`config.mk`:
```
export PLATFORM = sky130hd
export DESIGN_NAME = pc_sequencer
export DESIGN_NICKNAME = d
export VERILOG_FILES = /design/src/rtl/y86_pkg.sv /design/src/rtl/next_pc_sel.sv /design/src/rtl/pc_sequencer.sv
export SDC_FILE = /design/constraint.sdc
export NUM_CORES = 1
export LEC_CHECK = 0
export CORE_MARGIN = 2
export CORE_UTILIZATION = 41
export DETAILED_ROUTE_END_ITERATION = 6
export PLACE_DENSITY = 0.83
export SLEW_MARGIN = 20
export SYNTH_ARGS = -nofsm -noshare
export SYNTH_HDL_FRONTEND = slang
export SYNTH_SLANG_ARGS = --single-unit
```
`constraint.sdc`:
```
create_clock -name clk -period 5.2 [get_ports clk]
set_clock_uncertainty 0.2 [all_clocks]
set_input_delay 0.78 -clock clk [delete_from_list [all_inputs] [get_ports clk]]
set_output_delay 0.78 -clock clk [all_outputs]
set_load 0.005 [all_outputs]
```
`src/rtl/y86_pkg.sv`:
```
// Shared Y86 constants: instruction codes, status codes and sequencer state encoding.
// The BREAK state exists only when PC_BREAKPOINT_EN is defined.
package y86_pkg;

  localparam logic [3:0] I_HALT   = 4'h0;
  localparam logic [3:0] I_NOP    = 4'h1;
  localparam logic [3:0] I_RRMOVQ = 4'h2;
  localparam logic [3:0] I_IRMOVQ = 4'h3;
  localparam logic [3:0] I_RMMOVQ = 4'h4;
  localparam logic [3:0] I_MRMOVQ = 4'h5;
  localparam logic [3:0] I_OPQ    = 4'h6;
  localparam logic [3:0] I_JXX    = 4'h7;
  localparam logic [3:0] I_CALL   = 4'h8;
  localparam logic [3:0] I_RET    = 4'h9;
  localparam logic [3:0] I_PUSHQ  = 4'hA;
  localparam logic [3:0] I_POPQ   = 4'hB;

  typedef enum logic [2:0] {
    StatAok = 3'd1,
    StatHlt = 3'd2,
    StatAdr = 3'd3,
    StatIns = 3'd4
  } stat_e;

  typedef enum logic [1:0] {
    StRun,
    StHalt,
    StFault
`ifdef PC_BREAKPOINT_EN
    , StBreak
`endif
  } seq_state_e;

endpackage

```
`src/rtl/next_pc_sel.sv`:
```
// Combinational next-PC mux: call/taken jump -> valC, ret -> valM, else valP.
module next_pc_sel
  import y86_pkg::*;
(
  input  logic [3:0]  icode,
  input  logic        cnd,
  input  logic [63:0] valC,
  input  logic [63:0] valP,
  input  logic [63:0] valM,
  output logic [63:0] new_pc
);

  always_comb begin
    new_pc = valP;
    if (icode == I_CALL || (icode == I_JXX && cnd)) begin
      new_pc = valC;
    end else if (icode == I_RET) begin
      new_pc = valM;
    end
  end

endmodule

```
`src/rtl/pc_sequencer.sv`:
```
// SEQ-stage PC/status owner with RUN/HALT/FAULT state machine, commit strobe and
// saturating cycle/retire counters. Define PC_BREAKPOINT_EN to add a BREAK state.
module pc_sequencer
  import y86_pkg::*;
#(
  parameter logic [63:0] RESET_PC = 64'h0,
  parameter int unsigned CNT_W    = 32
) (
  input  logic             clk,
  input  logic             rst,
  input  logic [3:0]       icode,
  input  logic             instr_valid,
  input  logic             imem_error,
  input  logic             cnd,
  input  logic [63:0]      valC,
  input  logic [63:0]      valP,
  input  logic [63:0]      valM,
  input  logic             dmem_error,
  input  logic             stall_in,
  output logic [63:0]      PC,
  output logic [2:0]       stat,
  output logic             commit,
  output logic [CNT_W-1:0] cycle_cnt,
  output logic [CNT_W-1:0] instr_cnt
`ifdef PC_BREAKPOINT_EN
  ,
  input  logic             bp_en,
  input  logic [63:0]      bp_addr,
  input  logic             resume,
  output logic             at_break
`endif
);

  seq_state_e       r_state;
  stat_e            r_stat;
  logic [63:0]      r_pc;
  logic [CNT_W-1:0] r_cycle_cnt;
  logic [CNT_W-1:0] r_instr_cnt;
  logic [63:0]      w_next_pc;
  logic             w_bp_hit;

  next_pc_sel u_next_pc_sel (
    .icode  (icode),
    .cnd    (cnd),
    .valC   (valC),
    .valP   (valP),
    .valM   (valM),
    .new_pc (w_next_pc)
  );

`ifdef PC_BREAKPOINT_EN
  logic r_skip;
  assign w_bp_hit = bp_en && (r_pc == bp_addr) && !r_skip;
  assign at_break = (r_state == StBreak);
`else
  assign w_bp_hit = 1'b0;
`endif

  // Reset forces commit low immediately, before any clock edge.
  assign commit = !rst && (r_state == StRun) && !stall_in && !w_bp_hit && !imem_error &&
                  !dmem_error && instr_valid && (icode != I_HALT);

  always_ff @(posedge clk or posedge rst) begin
    if (rst) begin
      r_state     <= StRun;
      r_stat      <= StatAok;
      r_pc        <= RESET_PC;
      r_cycle_cnt <= '0;
      r_instr_cnt <= '0;
`ifdef PC_BREAKPOINT_EN
      r_skip      <= 1'b0;
`endif
    end else begin
      case (r_state)
        StRun: begin
          if (!(&r_cycle_cnt)) r_cycle_cnt <= r_cycle_cnt + 1'b1;
          if (stall_in) begin
            r_state <= StRun;
`ifdef PC_BREAKPOINT_EN
          end else if (w_bp_hit) begin
            r_state <= StBreak;
`endif
          end else if (imem_error || dmem_error) begin
            r_state <= StFault;
            r_stat  <= StatAdr;
          end else if (!instr_valid) begin
            r_state <= StFault;
            r_stat  <= StatIns;
          end else begin
            // Halt retires but leaves PC at the halt address.
            if (icode == I_HALT) begin
              r_state <= StHalt;
              r_stat  <= StatHlt;
            end else begin
              r_pc <= w_next_pc;
            end
            if (!(&r_instr_cnt)) r_instr_cnt <= r_instr_cnt + 1'b1;
`ifdef PC_BREAKPOINT_EN
            r_skip <= 1'b0;
`endif
          end
        end
`ifdef PC_BREAKPOINT_EN
        StBreak: begin
          if (resume) begin
            r_state <= StRun;
            r_skip  <= 1'b1;
          end
        end
`endif
        default: r_state <= r_state;
      endcase
    end
  end

  assign PC        = r_pc;
  assign stat      = r_stat;
  assign cycle_cnt = r_cycle_cnt;
  assign instr_cnt = r_instr_cnt;

endmodule

```
==> impl_metrics.csv <==
group,metric,value,unit
routing,first_pass_iters,5,
sta,clock.fmax,259.3,MHz
synthesis,synth_warnings,0,
routing,detail-route-antenna-nets,0,
clocking,htree_num_levels,4,
synthesis,yosysTopAreaCell,"sky130_fd_sc_hd__dfrtp_1",
placement,portBuffers,334,
critical_path,timing.setup.critical_path_class,"input pin to output port",
cells_and_area,num-nets-final,1199,
clocking,clockRootBuffer,"sky130_fd_sc_hd__clkbuf_16",
grt,grt_pass1_vias,6501,
clocking,cts_tree,"yes",
sta,finalSetupViolCount,0,
power_and_ir_drop,switching_share,0.2206,
clocking,ctsHoldBuffers,0,
clocking,clk_pin_slew_worst_paths,0.05,ns
synthesis,synth_async_reset_ratio,1.000,
sta,final_min_period_over_clock_period,0.7417,
die,die_area,0.01798,mm2
job,max-cap-violations,0,
grt,grt_antenna_before_repair,0,
clocking,clk-insertion-delay-late,0.42,ns
power_and_ir_drop,total_switching_power,0.6029,mW
power_and_ir_drop,power_frac_comb,0.129,
clocking,post_cts_sizing,0,
synthesis,yosysUniqueCellTypes,46,
routing,detail_route.drc_violations,0,
critical_path,critical_path_peak_fanout,13,
power_and_ir_drop,p_leak,5.073,nW
status,run_status,"finished clean",
die,ios,335,
synthesis,synthDominantCellAreaShare,0.4760,
synthesis,synth_top_cells_by_area,"sky130_fd_sc_hd__dfrtp_1 48%, sky130_fd_sc_hd__mux2i_1 9.2%, sky130_fd_sc_hd__a211oi_1 7.0%, sky130_fd_sc_hd__a21o_1 6.9%, sky130_fd_sc_hd__nor2_1 4.4%",
power_and_ir_drop,ir_worst_vdd,207.1,uV
sta,max_slew_margin,0.4257,
routing,wl_per_cell,18.16,um
die,die_h,134.1,um
die,core_region,0.01658,mm2
routing,vias,6488,
hold_path,timing.hold.worst.class,"flip-flop to flip-flop",
cells_and_area,n_antenna_cell,0,
clocking,clock-sinks,133,
cells_and_area,flow.area_growth_from_synthesis,60.66,%
grt,grt_start_max_net_pins,118,
synthesis,mappedNetlistArea,0.006939,mm2
synthesis,synth.ff_latch_count,133,
critical_path,critPathCaptureType,"output port",
sta,hold_ws,0.2712,ns
sta,finalHoldViolCount,0,
clocking,cts_made_buffers,17,
sta,finalSetupTns,0,ns
synthesis,syn-num-nets,880,
power_and_ir_drop,pwr-share-clk,0.470,
die,row_count,47,
clocking,cts_setup_buffers,0,
placement,place_congestion,0.8479,
placement,hpwl,16900,um
sta,period_minus_slack,3.857,ns
grt,grt_pass1_wl,34410,um
grt,grt_overflow_total,0,
cells_and_area,layout-drive-gt1-share,0.05362,
die,die_x,134.1,um
grt,global_route.usage.total,0.2449,
routing,drt_iter0_drc,397,
die,initial_utilization,0.4184,
synthesis,postSynthCellCount,675,
synthesis,synth_enable_flop_cells,0,
synthesis,syn_avg_cell_area,10.28,um2
critical_path,cp.required,4.22,ns
power_and_ir_drop,total_internal_power,2.130,mW
routing,drt-vias-per-instance,5.288,
synthesis,synth_sequential_area_ratio,0.4798,
routing,finalWirelength,22280,um
sta,drv_slew,0,
critical_path,worst_setup_path_start_kind,"input pin",
power_and_ir_drop,sequentialPowerShare,0.401,
sta,max_slew.worst_pin.slew,0.8397,ns
power_and_ir_drop,power.density_cell_area,245.2,mW/mm2
critical_path,crit_arrival,2.88,ns
synthesis,most_used_flip_flop_cell_after_synthesis,"sky130_fd_sc_hd__dfrtp_1",
clocking,clock_tree.buffer_depth,2,
sta,rsz0062_at_grt,"no",
-- synth_stat cells (2+ instances only) --
cell                        instances
sky130_fd_sc_hd__a21o_1            64
sky130_fd_sc_hd__nor3_1            22
sky130_fd_sc_hd__dfrtp_1          132
sky130_fd_sc_hd__o2111ai_1          2
sky130_fd_sc_hd__buf_1              8
sky130_fd_sc_hd__and3_1            10
sky130_fd_sc_hd__a21oi_1            4
sky130_fd_sc_hd__nand2_1           22
sky130_fd_sc_hd__or2_2              2
sky130_fd_sc_hd__nand4_1           21
sky130_fd_sc_hd__nor4_1             7
sky130_fd_sc_hd__xnor2_1           34
sky130_fd_sc_hd__mux2i_1           64
sky130_fd_sc_hd__and4_1             7
sky130_fd_sc_hd__and2_1             2
sky130_fd_sc_hd__and3b_1            2
sky130_fd_sc_hd__a211oi_1          65
sky130_fd_sc_hd__inv_1             11
sky130_fd_sc_hd__xor2_1            27
sky130_fd_sc_hd__ha_1               2
sky130_fd_sc_hd__buf_2              2
sky130_fd_sc_hd__clkbuf_1          31
sky130_fd_sc_hd__nand3_1           29
sky130_fd_sc_hd__nor2_1            82
sky130_fd_sc_hd__or3_1              2
-- routing by layer --
metal  wire length, um  vias up  track usage
met5                 0        -            0
met3              1598       33      0.06274
met2             11020      243       0.4077
met4               508        0      0.08538
met1              9159     3121       0.3112
li1                  -     3091            -
-- logic make-up (layout without fill, tap and decap cells) --
kind of cell             after synthesis  count (layout)  synth area share
adder cells (fa/ha/maj)                2               2          0.003606
XOR/XNOR                              61              61           0.07699
flip-flops                           133             133            0.4798
AND/OR/NAND/NOR                      216             216            0.1558
multiplexers                          65              65           0.09394
AO/OA/AOI/OAI                        145             145            0.1598
buffers and inverters                 53             385           0.03011
-- path summary, 6_finish.rpt --
kind	startpoint	endpoint	slack, ns	depth (start not counted)
max in group asynchronous	rst	cycle_cnt[28]$_DFFE_PP0P_	3.18	3
min	PC[26]$_DFFE_PP0P_	PC[26]$_DFFE_PP0P_	0.27	1
min reg2reg	PC[26]$_DFFE_PP0P_	PC[26]$_DFFE_PP0P_	0.27	1
max reg2reg	instr_cnt[10]$_DFFE_PP0P_	instr_cnt[1]$_DFFE_PP0P_	2.48	4
min in group asynchronous	rst	PC[3]$_DFFE_PP0P_	0.61	2
max	dmem_error	commit	1.34	6
-- critical path, stage by stage --
cell and delay (ns):
sky130_fd_sc_hd__clkdlybuf4s50_1 0.39, sky130_fd_sc_hd__nor2_1 0.37, sky130_fd_sc_hd__and3_1 0.46, sky130_fd_sc_hd__nand2_4 0.21, sky130_fd_sc_hd__nor2_1 0.13, sky130_fd_sc_hd__clkdlybuf4s50_1 0.53
-- registers in the layout, summed over array words and instances (netlist names) --
name and flops:
PC 64, cycle_cnt 32, instr_cnt 32, stat 3, r_state 2
-- power groups by stage --
stage / Clock [mW] / Sequential, mW / Combinational (mW)
after CTS: 1.31 / 1.10 / 0.357
after detailed placement: 0 / 1.11 / 0.356
after global placement: 0 / 1.11 / 0.352
after global routing: 1.34 / 1.10 / 0.380
after floorplan: 0 / 1.11 / 0.0917
final: 1.28 / 1.10 / 0.353
-- stage by stage --
step           power (mW)  setup WS, ns    util  instance area, um2  instances
2_1_floorplan       1.205        0.6673       -                6939        675
3_3_place_gp        1.464         1.395  0.6338               10510       1195
3_5_place_dp        1.469         1.366  0.6338               10510       1195
4_1_cts             2.759         1.364  0.6720               11140       1227
5_1_grt             2.823         1.185  0.6723               11150       1227
6_report            2.733         1.343  0.6723               11150       1227
-- layout make-up --
cell class	instances	area, um2
sequential	133	3329
tap	220	275.3
timing repair buffer	342	3432
clock buffer	20	456.7
inverter	11	46.29
fill	1356	5435
multi-input combinational	489	3432
clock inverter	12	176.4
-- cells in the final DEF (no fill, tap or decap), types with 2 or more instances in the layout --
cell                              netlist  routed
sky130_fd_sc_hd__nor2_1                82      82
sky130_fd_sc_hd__nor3_1                22      21
sky130_fd_sc_hd__nand2_1               22      21
sky130_fd_sc_hd__clkdlybuf4s50_1        0     334
sky130_fd_sc_hd__bufinv_16              0       4
sky130_fd_sc_hd__clkinvlp_4             0       2
sky130_fd_sc_hd__ha_1                   2       2
sky130_fd_sc_hd__mux2i_1               64      64
sky130_fd_sc_hd__clkinv_4               0       2
sky130_fd_sc_hd__nand3_1               29      29
sky130_fd_sc_hd__buf_4                  0       5
sky130_fd_sc_hd__or2_2                  2       2
sky130_fd_sc_hd__nand4_1               21      21
sky130_fd_sc_hd__and3_1                10      10
sky130_fd_sc_hd__buf_12                 0       2
sky130_fd_sc_hd__and3b_1                2       2
sky130_fd_sc_hd__o2111ai_1              2       2
sky130_fd_sc_hd__clkinv_2               0       3
sky130_fd_sc_hd__inv_6                  0       2
sky130_fd_sc_hd__xor2_1                27      27
sky130_fd_sc_hd__clkbuf_8               0       2
sky130_fd_sc_hd__or3_1                  2       2
sky130_fd_sc_hd__a21oi_1                4       4
sky130_fd_sc_hd__inv_1                 11      10
sky130_fd_sc_hd__a211oi_1              65      65
sky130_fd_sc_hd__a21o_1                64      64
sky130_fd_sc_hd__and2_1                 2       2
sky130_fd_sc_hd__xnor2_1               34      34
sky130_fd_sc_hd__clkbuf_16              0      17
sky130_fd_sc_hd__and4_1                 7       7
sky130_fd_sc_hd__nor4_1                 7       7
sky130_fd_sc_hd__dfrtp_1              132     132
(Power assumes the default switching activity.)
==> edit: new RTL, same settings <==
The parameter `CNT_W` goes from 32 to 64.
--- a/src/rtl/pc_sequencer.sv
+++ b/src/rtl/pc_sequencer.sv
@@ -4,7 +4,7 @@
   import y86_pkg::*;
 #(
   parameter logic [63:0] RESET_PC = 64'h0,
-  parameter int unsigned CNT_W    = 32
+  parameter int unsigned CNT_W    = 64
 ) (
   input  logic             clk,
   input  logic             rst,
Interface: changed (resized cycle_cnt and instr_cnt); port bits go from 335 to 399. The function was not compared with the original's and may differ.
==> edit against the unedited design <==
  * Sequential share of layout area grew 3.0 points
  * Cell area grew 35%
  * Sequential cell count grew 64
  * Hold slack gained 0.014 ns
  * Setup slack gained 0.11 ns
  * Die area grew 44%
  * Total power grew 22%
  * Synthesized cell count grew 59%
  * Clock power grew 5%
  * Wire length grew 43%
  * Area after synthesis grew 45%
==> edit: results (changes against the unedited design) <==
| Metric | Value |
|---|---|
| FF-to-FF setup slack | `2.03 ns (was 2.48 ns)` |
| Root Driver | `clkbuf_16 (unchanged)` |
| Post-Syn Nets | `1280 (was 880)` |
| Post-place setup slack | `1.39 ns (was 1.37 ns)` |
| Dpl cells | `1757 (was 1195)` |
| R2r endpoint | `instr_cnt[57]$_DFFE_PP0P_ (was instr_cnt[1]$_DFFE_PP0P_)` |
| All-layer global routing usage | `0.243 (was 0.245)` |
| Number of library cell types mapped by synthesis | `48 (was 46)` |
| Final Max Tran Viols | `0 (unchanged)` |
| Status | `completed (unchanged)` |
| R2R depth | `6 (was 4)` |
| Worst Path Max Fanout | `4 (was 13)` |
| Synth cell count leaders | `dfrtp_1, nand2_1, nor2_1 (was dfrtp_1, nor2_1, a211oi_1)` |
| Met2 routed WL | `16200 um (was 11000 um)` |
| Min-Delay Path Class | `reg2reg (unchanged)` |
| Hold slack | `0.285 ns (was 0.271 ns)` |
| Dpl hpwl | `24300 um (was 16900 um)` |
| Pleak | `6.09 nW (was 5.07 nW)` |
| First-pass GRT wire length | `50400 um (was 34400 um)` |
| Post-Synthesis Cells | `1075 (was 675)` |
| Vias/cell | `5.37 (was 5.29)` |
| Antenna violations before repair | `3 (was 0)` |
| H-tree Lvls | `4 (unchanged)` |
| Reg-to-reg startpoint | `instr_cnt[0]$_DFFE_PP0P_ (was instr_cnt[10]$_DFFE_PP0P_)` |
| Crit path DAT | `2.76 ns (was 2.88 ns)` |
| Synth warn | `0 (unchanged)` |
| 1st-iter DRT viols | `619 (was 397)` |
| Fraction of layout cells with a size suffix above 1 | `0.0369 (was 0.0536)` |
| Largest cells by area after synthesis | `dfrtp_1, xnor2_1, mux2i_1, nand2_1, nor2_1 (was dfrtp_1, mux2i_1, a211oi_1, a21o_1, nor2_1)` |
| Placer Congestion | `0.897 (was 0.848)` |
| Final cell count without fillers | `1791 (was 1227)` |
| Slew headroom | `0.311 (was 0.426)` |
| Hold Path Cell Cnt | `2 (was 1)` |
| Largest net degree at the start of global routing | `98 (was 118)` |
| Port bufs | `398 (was 334)` |
| Wl on met1 | `12600 um (was 9160 um)` |
| Vias in the first global route | `9600 (was 6501)` |
| Sequential cell area fraction in the yosys report | `0.489 (was 0.480)` |
| Clock Pin Slew Worst Setup and Hold Paths | `0.07 ns (was 0.05 ns)` |
| Async S/R FF share, synth | `1.00 (unchanged)` |
| CTS resizes | `0 (unchanged)` |
| CTS Buffer Depth | `2 (unchanged)` |
| Met3 WL | `2440 um (was 1600 um)` |
| NumNets Final | `1657 (was 1199)` |
| CTS Buf Count | `17 (unchanged)` |
| Worst IR Drop VDD | `0.218 mV (was 0.207 mV)` |
| Setup Fix Bufs, Post-CTS | `0 (unchanged)` |
| Main flop type after synthesis | `dfrtp_1 (unchanged)` |
| Total Wirelength | `32000 um (was 22300 um)` |
| Top layer in use | `met5 (was met4)` |
## edit: changes by cell type after synthesis, moves of 37 or more
cell	change
a211oi_1	-65
xnor2_1	+43
nand4_1	+37
nand2_1	+105
a21oi_1	+66
a21o_1	-62
dfrtp_1	+64
o21ai_0	+65
## edit: critical path, stage by stage
cell             delay, ns
clkdlybuf4s50_1       0.49
or3b_2                0.51
nor2_1                0.26
nand2_4               0.09
nor2_1                0.10
clkdlybuf4s50_1       0.53
## edit: layer usage
layer / vias to the layer above / track usage
li1: 4533 / -
met1: 4683 / 0.292
met2: 366 / 0.426
met3: 39 / 0.0697
met4: 2 / 0.0718
met5: - / 0
## edit: power breakdown
part	switching, mW	leakage [nW]	total [mW]	internal [mW]
Clock	0.682	0.292	1.34	0.659
Sequential	0.0251	2.71	1.59	1.57
Combinational	0.152	3.09	0.397	0.245
## edit: per-stage QoR
step           power (mW)  cell area [um^2]
2_1_floorplan        1.75             10100
3_3_place_gp         2.01             14400
3_5_place_dp         2.02             14400
4_1_cts              3.36             15000
5_1_grt              3.47             15000
6_report             3.33             15000
## edit: cell type report
| type | count | area (um^2) |
|---|---|---|
| Antenna cell | 2 | 5.00 |
| Timing Repair Buffer | 406 | 4080 |
| Inverter | 10 | 41.3 |
| Multi-Input combinational cell | 820 | 4940 |
| Tap cell | 324 | 405 |
| Clock inverter | 14 | 173 |
| Sequential cell | 197 | 4930 |
| Clock buffer | 18 | 429 |
| Fill cell | 2041 | 9240 |
## edit: logic make-up after synthesis
family                     Yosys count  share of synthesized area
adders and majority gates            2                    0.00248
and+or+nand+nor                    477                      0.232
DFF                                197                      0.489
AOI/OAI and AO/OA                  150                     0.0784
muxes                               66                     0.0658
xor gates and xnor gates           125                      0.109
buffers and inverters               58                     0.0232
## edit: worst max-delay path by stage
stage / cells past startpoint / start / end
floorplan: 1 / rst / PC[0]$_DFFE_PP0P_
global placement: 6 / instr_valid / commit
detailed placement: 8 / instr_valid / instr_cnt[57]$_DFFE_PP0P_
CTS: 6 / instr_valid / commit
global route: 6 / instr_valid / commit
finish: 6 / instr_valid / commit
